`src/rtl/mvm_job_sched.sv`:
```
// Job scheduler in front of the MVM control FSM: command FIFO, start issue, drain-aware completion.
// Optional MVM_SCHED_PERF_EN adds a done_cycles output (ISSUE-to-DONE span, saturating).
module mvm_job_sched #(
  parameter int unsigned VEC_ADDRW = 8,
  parameter int unsigned MAT_ADDRW = 9,
  parameter int unsigned VEC_SIZEW = VEC_ADDRW + 1,
  parameter int unsigned MAT_SIZEW = MAT_ADDRW + 1,
  parameter int unsigned TAG_W     = 4,
  parameter int unsigned CMD_DEPTH = 4
) (
  input  logic                 clk,
  input  logic                 rst,
  input  logic                 cmd_valid,
  output logic                 cmd_ready,
  input  logic [TAG_W-1:0]     cmd_tag,
  input  logic [VEC_ADDRW-1:0] cmd_vec_start_addr,
  input  logic [VEC_SIZEW-1:0] cmd_vec_num_words,
  input  logic [MAT_ADDRW-1:0] cmd_mat_start_addr,
  input  logic [MAT_SIZEW-1:0] cmd_mat_num_rows,
  output logic                 start,
  output logic [VEC_ADDRW-1:0] vec_start_addr,
  output logic [VEC_SIZEW-1:0] vec_num_words,
  output logic [MAT_ADDRW-1:0] mat_start_addr,
  output logic [MAT_SIZEW-1:0] mat_num_rows_per_olane,
  input  logic                 busy,
  input  logic                 accum_last,
  output logic                 done_valid,
  output logic [TAG_W-1:0]     done_tag,
  output logic                 done_err,
  output logic                 sched_busy
`ifdef MVM_SCHED_PERF_EN
  ,
  output logic [15:0]          done_cycles
`endif
);

  localparam int unsigned PTR_W = (CMD_DEPTH > 1) ? $clog2(CMD_DEPTH) : 1;
  localparam int unsigned CNT_W = PTR_W + 1;

  typedef struct packed {
    logic [TAG_W-1:0]     tag;
    logic [VEC_ADDRW-1:0] vec_addr;
    logic [VEC_SIZEW-1:0] vec_words;
    logic [MAT_ADDRW-1:0] mat_addr;
    logic [MAT_SIZEW-1:0] mat_rows;
  } cmd_t;

  typedef enum logic [1:0] {
    S_IDLE  = 2'd0,
    S_ISSUE = 2'd1,
    S_RUN   = 2'd2,
    S_DONE  = 2'd3
  } state_t;

  cmd_t               mem [CMD_DEPTH];
  cmd_t               head;
  cmd_t               wr_data;
  logic [PTR_W-1:0]   wr_ptr;
  logic [PTR_W-1:0]   rd_ptr;
  logic [CNT_W-1:0]   count;
  logic [CNT_W-1:0]   count_n;
  logic               full;
  logic               empty;
  logic               push;
  logic               pop;
  logic               reject;
  state_t             state;
  state_t             state_n;
  logic [MAT_SIZEW-1:0] row_cnt;

  assign full      = (count == CNT_W'(CMD_DEPTH));
  assign empty     = (count == '0);
  assign cmd_ready = !full;
  assign push      = cmd_valid && !full;
  assign head      = mem[rd_ptr];
  assign wr_data   = '{tag:       cmd_tag,
                       vec_addr:  cmd_vec_start_addr,
                       vec_words: cmd_vec_num_words,
                       mat_addr:  cmd_mat_start_addr,
                       mat_rows:  cmd_mat_num_rows};

  // Descriptor storage; contents need no reset since occupancy gates every read.
  always_ff @(posedge clk) begin
    if (push) mem[wr_ptr] <= wr_data;
  end

  // Next-state, pop decision and next occupancy.
  always_comb begin
    state_n = state;
    pop     = 1'b0;
    reject  = 1'b0;
    unique case (state)
      S_IDLE: begin
        if (!empty) begin
          pop     = 1'b1;
          reject  = (head.vec_words == '0) || (head.mat_rows == '0);
          state_n = reject ? S_DONE : S_ISSUE;
        end
      end
      S_ISSUE: state_n = S_RUN;
      // Completion needs every last-row pulse and a quiet control FSM.
      S_RUN: begin
        if ((row_cnt == mat_num_rows_per_olane) && !busy) state_n = S_DONE;
      end
      S_DONE:  state_n = S_IDLE;
      default: state_n = S_IDLE;
    endcase

    count_n = count;
    case ({push, pop})
      2'b10:   count_n = count + CNT_W'(1);
      2'b01:   count_n = count - CNT_W'(1);
      default: count_n = count;
    endcase
  end

  always_ff @(posedge clk) begin
    if (rst) begin
      state                  <= S_IDLE;
      wr_ptr                 <= '0;
      rd_ptr                 <= '0;
      count                  <= '0;
      row_cnt                <= '0;
      start                  <= 1'b0;
      vec_start_addr         <= '0;
      vec_num_words          <= '0;
      mat_start_addr         <= '0;
      mat_num_rows_per_olane <= '0;
      done_valid             <= 1'b0;
      done_tag               <= '0;
      done_err               <= 1'b0;
      sched_busy             <= 1'b0;
    end else begin
      state <= state_n;
      count <= count_n;
      if (push) wr_ptr <= wr_ptr + PTR_W'(1);
      if (pop) begin
        rd_ptr                 <= rd_ptr + PTR_W'(1);
        vec_start_addr         <= head.vec_addr;
        vec_num_words          <= head.vec_words;
        mat_start_addr         <= head.mat_addr;
        mat_num_rows_per_olane <= head.mat_rows;
        done_tag               <= head.tag;
      end
      // Counter saturates at its target, so it cannot wrap.
      if (state == S_ISSUE) begin
        row_cnt <= '0;
      end else if ((state == S_RUN) && accum_last && (row_cnt != mat_num_rows_per_olane)) begin
        row_cnt <= row_cnt + MAT_SIZEW'(1);
      end
      start      <= (state_n == S_ISSUE);
      done_valid <= (state_n == S_DONE);
      done_err   <= (state_n == S_DONE) && (state == S_IDLE);
      sched_busy <= (state_n != S_IDLE) || (count_n != '0);
    end
  end

`ifdef MVM_SCHED_PERF_EN
  localparam int unsigned PERF_W   = 16;
  localparam int unsigned PERF_S_W = PERF_W + 1;

  logic [PERF_W-1:0]   perf_cnt;
  logic [PERF_S_W-1:0] perf_sum;

  // perf_cnt covers ISSUE plus elapsed RUN cycles; +2 adds the final RUN and DONE cycles.
  assign perf_sum = {1'b0, perf_cnt} + PERF_S_W'(2);

  always_ff @(posedge clk) begin
    if (rst) begin
      perf_cnt    <= '0;
      done_cycles <= '0;
    end else begin
      if (state == S_ISSUE) begin
        perf_cnt <= PERF_W'(1);
      end else if ((state == S_RUN) && (perf_cnt != '1)) begin
        perf_cnt <= perf_cnt + PERF_W'(1);
      end
      if (state_n == S_DONE) begin
        if (state == S_IDLE)          done_cycles <= '0;
        else if (perf_sum[PERF_W])    done_cycles <= '1;
        else                          done_cycles <= perf_sum[PERF_W-1:0];
      end
    end
  end
`endif

endmodule

```
`config.mk`:
```
export PLATFORM = sky130hd
export DESIGN_NAME = mvm_job_sched
export DESIGN_NICKNAME = d
export VERILOG_FILES = /design/src/rtl/mvm_job_sched.sv
export SDC_FILE = /design/constraint.sdc
export NUM_CORES = 1
export LEC_CHECK = 0
export BUFFER_PORTS_ARGS = -buffer_cell sky130_fd_sc_hd__buf_2
export CAP_MARGIN = 20
export CORE_UTILIZATION = 54
export DETAILED_ROUTE_END_ITERATION = 16
export PLACE_DENSITY = 0.8
export SYNTH_ARGS = -nofsm -noshare
export SYNTH_HDL_FRONTEND = slang
export SYNTH_SLANG_ARGS = --single-unit
```
`constraint.sdc`:
```
create_clock -name clk -period 3.4 [get_ports clk]
set_input_delay 0.68 -clock clk [delete_from_list [all_inputs] [get_ports clk]]
set_output_delay 0.68 -clock clk [all_outputs]
set_load 0.01 [all_outputs]
```
==> flow_metrics.py, run 1 <==
metrics = {
    "outcome": {
        "outcome": "finished, final reports clean",
    },
    "min_path": {
        "worst_hold_path.endpoint": "mem[2][24]$_DFFE_PP_",
        "hold_path.startpoint": "cmd_vec_num_words[5]",
        "worstHoldPathType": "in2reg",
        "hold_path_depth": 1,
    },
    "critical_path": {
        "regToRegSetupSlack_ns": 0.77,
        "crit_buf_inv": 3,
        "crit_fanout": 6,
        "r2r_cells": 11,
        "crit_type": "reg2reg",
        "cp.required_ns": 3.76,
        "worstReg2RegStart": "count[0]$_SDFF_PP0_",
        "start_kind": "flop",
        "crit_path_top_delay_cell": "or4_1",
        "end_kind": "flop",
        "crit_chain": "inv_1 -> nand3_1 -> and2_1 -> inv_1 -> ha_1 -> inv_1 -> fa_1 -> xor2_1 -> o21ai_0 -> a21oi_1 -> or4_1",
        "path_common_cell": "inv_1",
        "rr_endpoint": "sched_busy$_SDFF_PP0_",
        "slowest_delay_ns": 0.47,
        "crit_family": "simple AND/OR/NAND/NOR gates",
        "critical_path_arrival_ns": 2.99,
    },
    "logic_synthesis": {
        "synth_top_area_share_pct": 56.2,
        "ys.flop_type": "edfxtp_1",
        "synth-seq-cells": 225,
        "synth_commonest_cells": "160 x edfxtp_1, 92 x nand2_1, 65 x dfxtp_1",
        "synth_area_per_cell_um2": 15.8,
        "syn_area_um2": 8560,
        "yosysMostFrequentCell": "edfxtp_1",
        "syn_nets": 596,
        "synth_edf_count": 160,
        "ys_warn_count": 0,
        "synth.top_cells.by_area": "edfxtp_1 56%, dfxtp_1 15%, mux4_2 10%, nand2_1 4.0%, a21oi_1 2.6%",
        "yosysUniqueCellTypes": 43,
        "syn_inst": 541,
        "async_flop_share_pct": 0,
        "ys_seq_area_share_pct": 71.4,
        "synth.largest_area_cell": "edfxtp_1",
    },
    "floorplan": {
        "dieWidth_um": 128,
        "num_rows": 45,
        "pin_count": 90,
        "die_area_um2": 16400,
        "fp.dieH_um": 128,
        "initial_utilization_pct": 55.9,
        "core_um2": 15300,
    },
    "clocking": {
        "cts_num_sinks": 225,
        "clk_pin_slew_ns": 0.06,
        "htree_levels": 1,
        "cts_resized": 0,
        "postCtsSetupRepairBufs": 0,
        "ctsHoldBuffers": 0,
        "numCtsBuffers": 23,
        "cts_tree": "built",
        "clock-root-buffer": "clkbuf_16",
        "insertion_delay_ns": 0.49,
        "cts.path.max_buffers": 3,
    },
    "routing": {
        "num_vias": 4890,
        "wl_mm": 17.2,
        "routedWlPerCell_um": 19.9,
        "drt-vias-per-instance": 5.64,
        "dr.pass1.iters": 4,
        "ant_nets": 0,
        "drt_iter0_markers": 361,
        "drcViolationCount": 0,
    },
    "power_and_ir_drop": {
        "ir_drop_uv": 508,
        "switching_share_pct": 31.0,
        "seq_power_share_pct": 44.9,
        "leakagePower_uw": 0.00363,
        "power_density_nw_per_um2": 841,
        "comb_power_share_pct": 26.3,
        "power_uw": 8360,
        "p_clk_share_pct": 28.8,
        "switchingPower_uw": 2590,
        "p_int_uw": 5770,
    },
    "sta": {
        "setup_viol": 0,
        "fin_crit_sh_pct": 77.4,
        "worst_slew_pin_slew_ns": 0.857,
        "setup-tns-final_ns": 0,
        "rsz0062_at_grt": "no",
        "fin_crit_ns": 2.63,
        "hold_viol": 0,
        "finalClockSkew_ns": 0.00831,
        "layout_setup_ws_ns": 0.769,
        "max_slew_margin_pct": 42.9,
        "drv_slew": 0,
        "fmax_mhz": 380,
    },
    "global_route": {
        "grt_pass1_vias": 4958,
        "grt_antenna_before_repair": 3,
        "track_usage_pct": 21.8,
        "grt_max_degree": 43,
        "grt.overflow.total": 0,
        "grt_pass1_wl_mm": 26.7,
    },
    "cells_and_area": {
        "area_growth_pct": 16.2,
        "drive_gt1_share_pct": 28.9,
        "nNetsFinal": 695,
        "fillCellCount": 1088,
    },
    "placement": {
        "place_hpwl_mm": 10.7,
        "gp_congestion": 0.844,
        "port_buffers": 89,
        "dp_slack_ns": 0.713,
    },
    "job": {
        "cap_violations": 0,
    },
}
power groups by stage:
stage / sequential [uW] / clock (uW) / combinational, uW
final: 3750 / 2410 / 2200
after global routing: 3800 / 2550 / 2410
after CTS: 3760 / 2450 / 2220
after detailed placement: 3810 / 0 / 2190
after global placement: 3770 / 0 / 2120
after floorplan: 3760 / 0 / 1510
per-stage QoR:
stage          util [%]  instances  cell area [um^2]  hold slack, ns
2_1_floorplan         -        541              8560           0.455
3_3_place_gp       60.2        826              9220           0.438
3_5_place_dp       60.2        826              9220           0.446
4_1_cts            64.9        866              9940           0.379
5_1_grt            64.9        867              9950           0.388
6_report           64.9        867              9950           0.397
layout make-up:
class                           instances  area, um^2  area share [%]
Tap cell                              211         264            2.65
Inverter                               11        41.3           0.415
Antenna cell                            1        2.50          0.0252
Sequential cell                       225        6110            61.4
Multi-Input combinational cell        280        2280            23.0
Timing Repair Buffer                   99         520            5.23
Clock inverter                         12         111            1.12
Clock buffer                           28         614            6.18
worst max-delay path by stage:
stage,start,endpoint,slack [ns],cells past startpoint
2_1_floorplan,state[0]$_SDFF_PP0_,sched_busy$_SDFF_PP0_,0.68,12
3_3_place_gp,cmd_valid,sched_busy$_SDFF_PP0_,0.79,10
3_5_place_dp,cmd_valid,sched_busy$_SDFF_PP0_,0.71,10
4_1_cts,flop,done_err$_SDFF_PP0_,0.77,5
5_1_grt,count[0]$_SDFF_PP0_,sched_busy$_SDFF_PP0_,0.62,11
6_report,count[0]$_SDFF_PP0_,sched_busy$_SDFF_PP0_,0.77,11
flip-flops by register name, indices dropped and copies added, names as in the netlist, named ones only:
register and flops:
done_valid 1, count 3, wr_ptr 2, rd_ptr 2, row_cnt 10, vec_num_words 9
mat_num_rows_per_olane 10, vec_start_addr 8, sched_busy 1, mem 160, state 2, done_err 1
done_tag 4, mat_start_addr 9, start 1
cell usage in the layout (no fill, tap or decap), drive strengths merged, types with 5 or more instances in the layout:
cell type / synthesis / final
or3: 5 / 5
clkbuf: 14 / 28
a31oi: 7 / 7
and3: 6 / 6
edfxtp: 160 / 160
inv: 10 / 10
ha: 9 / 9
xor2: 13 / 13
mux4: 40 / 40
buf: 11 / 99
nor2: 17 / 17
and2: 5 / 5
nor4: 5 / 5
nand2: 92 / 92
dfxtp: 65 / 65
clkinv: 1 / 10
a21oi: 45 / 45
layer usage:
| layer | up-vias | track usage [%] | share of wire [%] |
|---|---|---|---|
| li1 | 2240 | - | - |
| met1 | 2434 | 27.1 | 40 |
| met2 | 176 | 38.5 | 52 |
| met3 | 36 | 4.17 | 6.4 |
| met4 | 4 | 7.13 | 2.4 |
| met5 | - | 0 | 0.13 |
cell families (layout without fill, tap and decap cells):
| kind of cell | count (synthesis) | in the layout | share of synthesized area, % |
|---|---|---|---|
| compound gates | 66 | 66 | 4.80 |
| xor+xnor | 16 | 16 | 1.64 |
| fa+ha+maj | 10 | 10 | 1.55 |
| buf+inv | 36 | 150 | 2.00 |
| flops | 225 | 225 | 71.4 |
| mux | 43 | 43 | 11.0 |
| other cells | 0 | 1 | 0 |
| simple gates | 145 | 145 | 7.68 |
Power figures use the tool's default switching activity.
==> run 2: changes to the inputs <==
Settings changed: CORE_UTILIZATION 54 to 52, PLACE_DENSITY 0.8 to 0.81.
Clock period 3.4 ns to 2.25 ns, I/O delays scaled along.
==> run 2 against run 1 <==
Final cell count up 2.1%; sequential power up 48%; total power up 56%; wire length down 0.79%.
==> flow_metrics.py, run 2 (same netlist as run 1, synthesis figures left out) <==
metrics = {
    "routing": {
        "drt-vias-per-instance": 5.61,
        "wl_mm": 17.1,
        "num_vias": 4964,
        "routedWlPerCell_um": 19.3,
        "drt_iter0_markers": 262,
        "drcViolationCount": 0,
        "ant_nets": 0,
        "dr.pass1.iters": 4,
    },
    "floorplan": {
        "die_area_um2": 17000,
        "dieWidth_um": 130,
        "pin_count": 90,
        "fp.dieH_um": 130,
        "core_um2": 16000,
        "num_rows": 46,
        "initial_utilization_pct": 53.5,
    },
    "critical_path": {
        "slowest_delay_ns": 0.41,
        "worstReg2RegStart": "state[0]$_SDFF_PP0_",
        "crit_buf_inv": 3,
        "crit_type": "reg2reg",
        "rr_endpoint": "sched_busy$_SDFF_PP0_",
        "end_kind": "flop",
        "regToRegSetupSlack_ns": 0.00005,
        "crit_path_top_delay_cell": "or4_1",
        "cp.required_ns": 2.63,
        "crit_chain": "inv_2 -> ha_4 -> nand2_4 -> clkinv_4 -> ha_4 -> inv_2 -> fa_2 -> xor2_2 -> o21ai_1 -> a21oi_2 -> or4_1",
        "cp.depth": 11,
        "crit_fanout": 5,
        "r2r_cells": 11,
        "critical_path_arrival_ns": 2.63,
        "start_kind": "flop",
        "crit_family": "adder cells",
    },
    "outcome": {
        "outcome": "finished, final reports clean",
    },
    "global_route": {
        "grt_antenna_before_repair": 0,
        "track_usage_pct": 21.5,
        "grt_max_degree": 43,
        "grt.overflow.total": 0,
        "grt_pass1_vias": 5137,
        "grt_pass1_wl_mm": 27.2,
    },
    "sta": {
        "max_slew_margin_pct": 57.0,
        "fin_crit_sh_pct": 100,
        "setup_viol": 0,
        "setup-tns-final_ns": 0,
        "whs_ns": 0.133,
        "hold_viol": 0,
        "fin_crit_ns": 2.25,
        "drv_slew": 0,
        "finalClockSkew_ns": 0.0185,
        "fmax_mhz": 444,
        "worst_slew_pin_slew_ns": 0.646,
        "rsz0062_at_grt": "yes",
    },
    "power_and_ir_drop": {
        "power_uw": 13000,
        "ir_drop_uv": 912,
        "power_density_nw_per_um2": 1280,
        "leakagePower_uw": 0.00373,
    },
    "clocking": {
        "cts_tree": "built",
        "insertion_delay_ns": 0.53,
        "clk_pin_slew_ns": 0.06,
        "cts.path.max_buffers": 3,
        "numCtsBuffers": 23,
        "ctsHoldBuffers": 0,
        "htree_levels": 1,
        "clock-root-buffer": "clkbuf_16",
        "cts_num_sinks": 225,
    },
    "cells_and_area": {
        "largest_reg_flops": 160,
        "fin_area_um2": 10200,
        "diodes": 0,
        "reg.largest.list": "mem: 160 flops, mat_num_rows_per_olane: 10 flops, row_cnt: 10 flops",
        "layout_common_cells": "160 x edfxtp_1, 91 x nand2_1, 89 x buf_2",
        "utilization_pct": 63.8,
        "multi_input_area_um2": 2360,
        "drive_gt1_share_pct": 33.2,
        "largest_register": "mem",
        "fillCellCount": 1165,
        "regArea_um2": 6120,
        "nNetsFinal": 707,
        "area_growth_pct": 19.3,
        "final_common_cell": "edfxtp_1",
    },
    "placement": {
        "port_buffers": 89,
        "gp_congestion": 0.802,
        "postPlaceCellArea_um2": 9440,
        "place_hpwl_mm": 10.8,
    },
    "job": {
        "cap_violations": 0,
    },
    "min_path": {
        "hold_path.startpoint": "cmd_mat_start_addr[7]",
        "worst_hold_path.endpoint": "mem[1][17]$_DFFE_PP_",
        "worstHoldPathType": "in2reg",
        "hold_path_depth": 1,
    },
}
## run 2: cell types whose count changed in the layout (fill, tap and decap cells not counted), sizes merged
| cell | delta |
|---|---|
| buf | +12 |
| bufinv | -1 |
| clkbuf | +1 |
| clkinvlp | +1 |
| diode | -1 |
| inv | +1 |
## run 2: through the flow
step | instances | setup WS (ns)
2_1_floorplan | 541 | -0.0514
3_3_place_gp | 843 | -0.0359
3_5_place_dp | 843 | -0.109
4_1_cts | 885 | 0.00155
5_1_grt | 885 | -0.100
6_report | 885 | 0.0000500
## run 2: power by group
group	switching (uW)	internal (uW)	leakage, uW
sequential	356	5180	0.00200
combinational	2190	1600	0.00136
clock	1560	2130	0.000365
total	4100	8920	0.00373
## run 2: worst max-delay path by stage
stage,to,slack (ns),startpoint
after CTS,sched_busy$_SDFF_PP0_,0.002,count[0]$_SDFF_PP0_
after global placement,sched_busy$_SDFF_PP0_,-0.04,cmd_valid
final,sched_busy$_SDFF_PP0_,0.00005,state[0]$_SDFF_PP0_
after detailed placement,sched_busy$_SDFF_PP0_,-0.11,cmd_valid
after floorplan,sched_busy$_SDFF_PP0_,-0.05,state[0]$_SDFF_PP0_
after global routing,sched_busy$_SDFF_PP0_,-0.10,count[1]$_SDFF_PP0_
## run 2: timing repair
item                                    CTS  global route
endpoints found under the hold margin     0             0
endpoints found under the setup margin    1             4
resized for setup                         3             3
setup buffers                             0             0
pin swaps                                 1             0
## run 2: area by class of cell
class                      count  share of cell area, %
tap                          216                   2.65
clock inverter                13                   1.03
timing repair buffer         111                   6.59
multi-input combinational    280                   23.1
inverter                      11                  0.454
clock buffer                  29                   6.25
sequential                   225                   59.9
## run 2: worst register-to-register path, cell delays in order, from the launching register on
cell and delay [ns]:
dfxtp_2 0.32, inv_2 0.09, ha_4 0.17, nand2_4 0.07, clkinv_4 0.06, ha_4 0.12, inv_2 0.04, fa_2 0.39
xor2_2 0.19, o21ai_1 0.18, a21oi_2 0.09, or4_1 0.41
## run 2: routing by layer
layer  vias to the layer above  track usage, %  routed length [um]
met2                       167            38.1                8770
met4                         0            6.09                 367
met1                      2501            26.6                6720
met5                         -               0                   0
li1                       2262               -                   -
met3                        34            4.72                1240
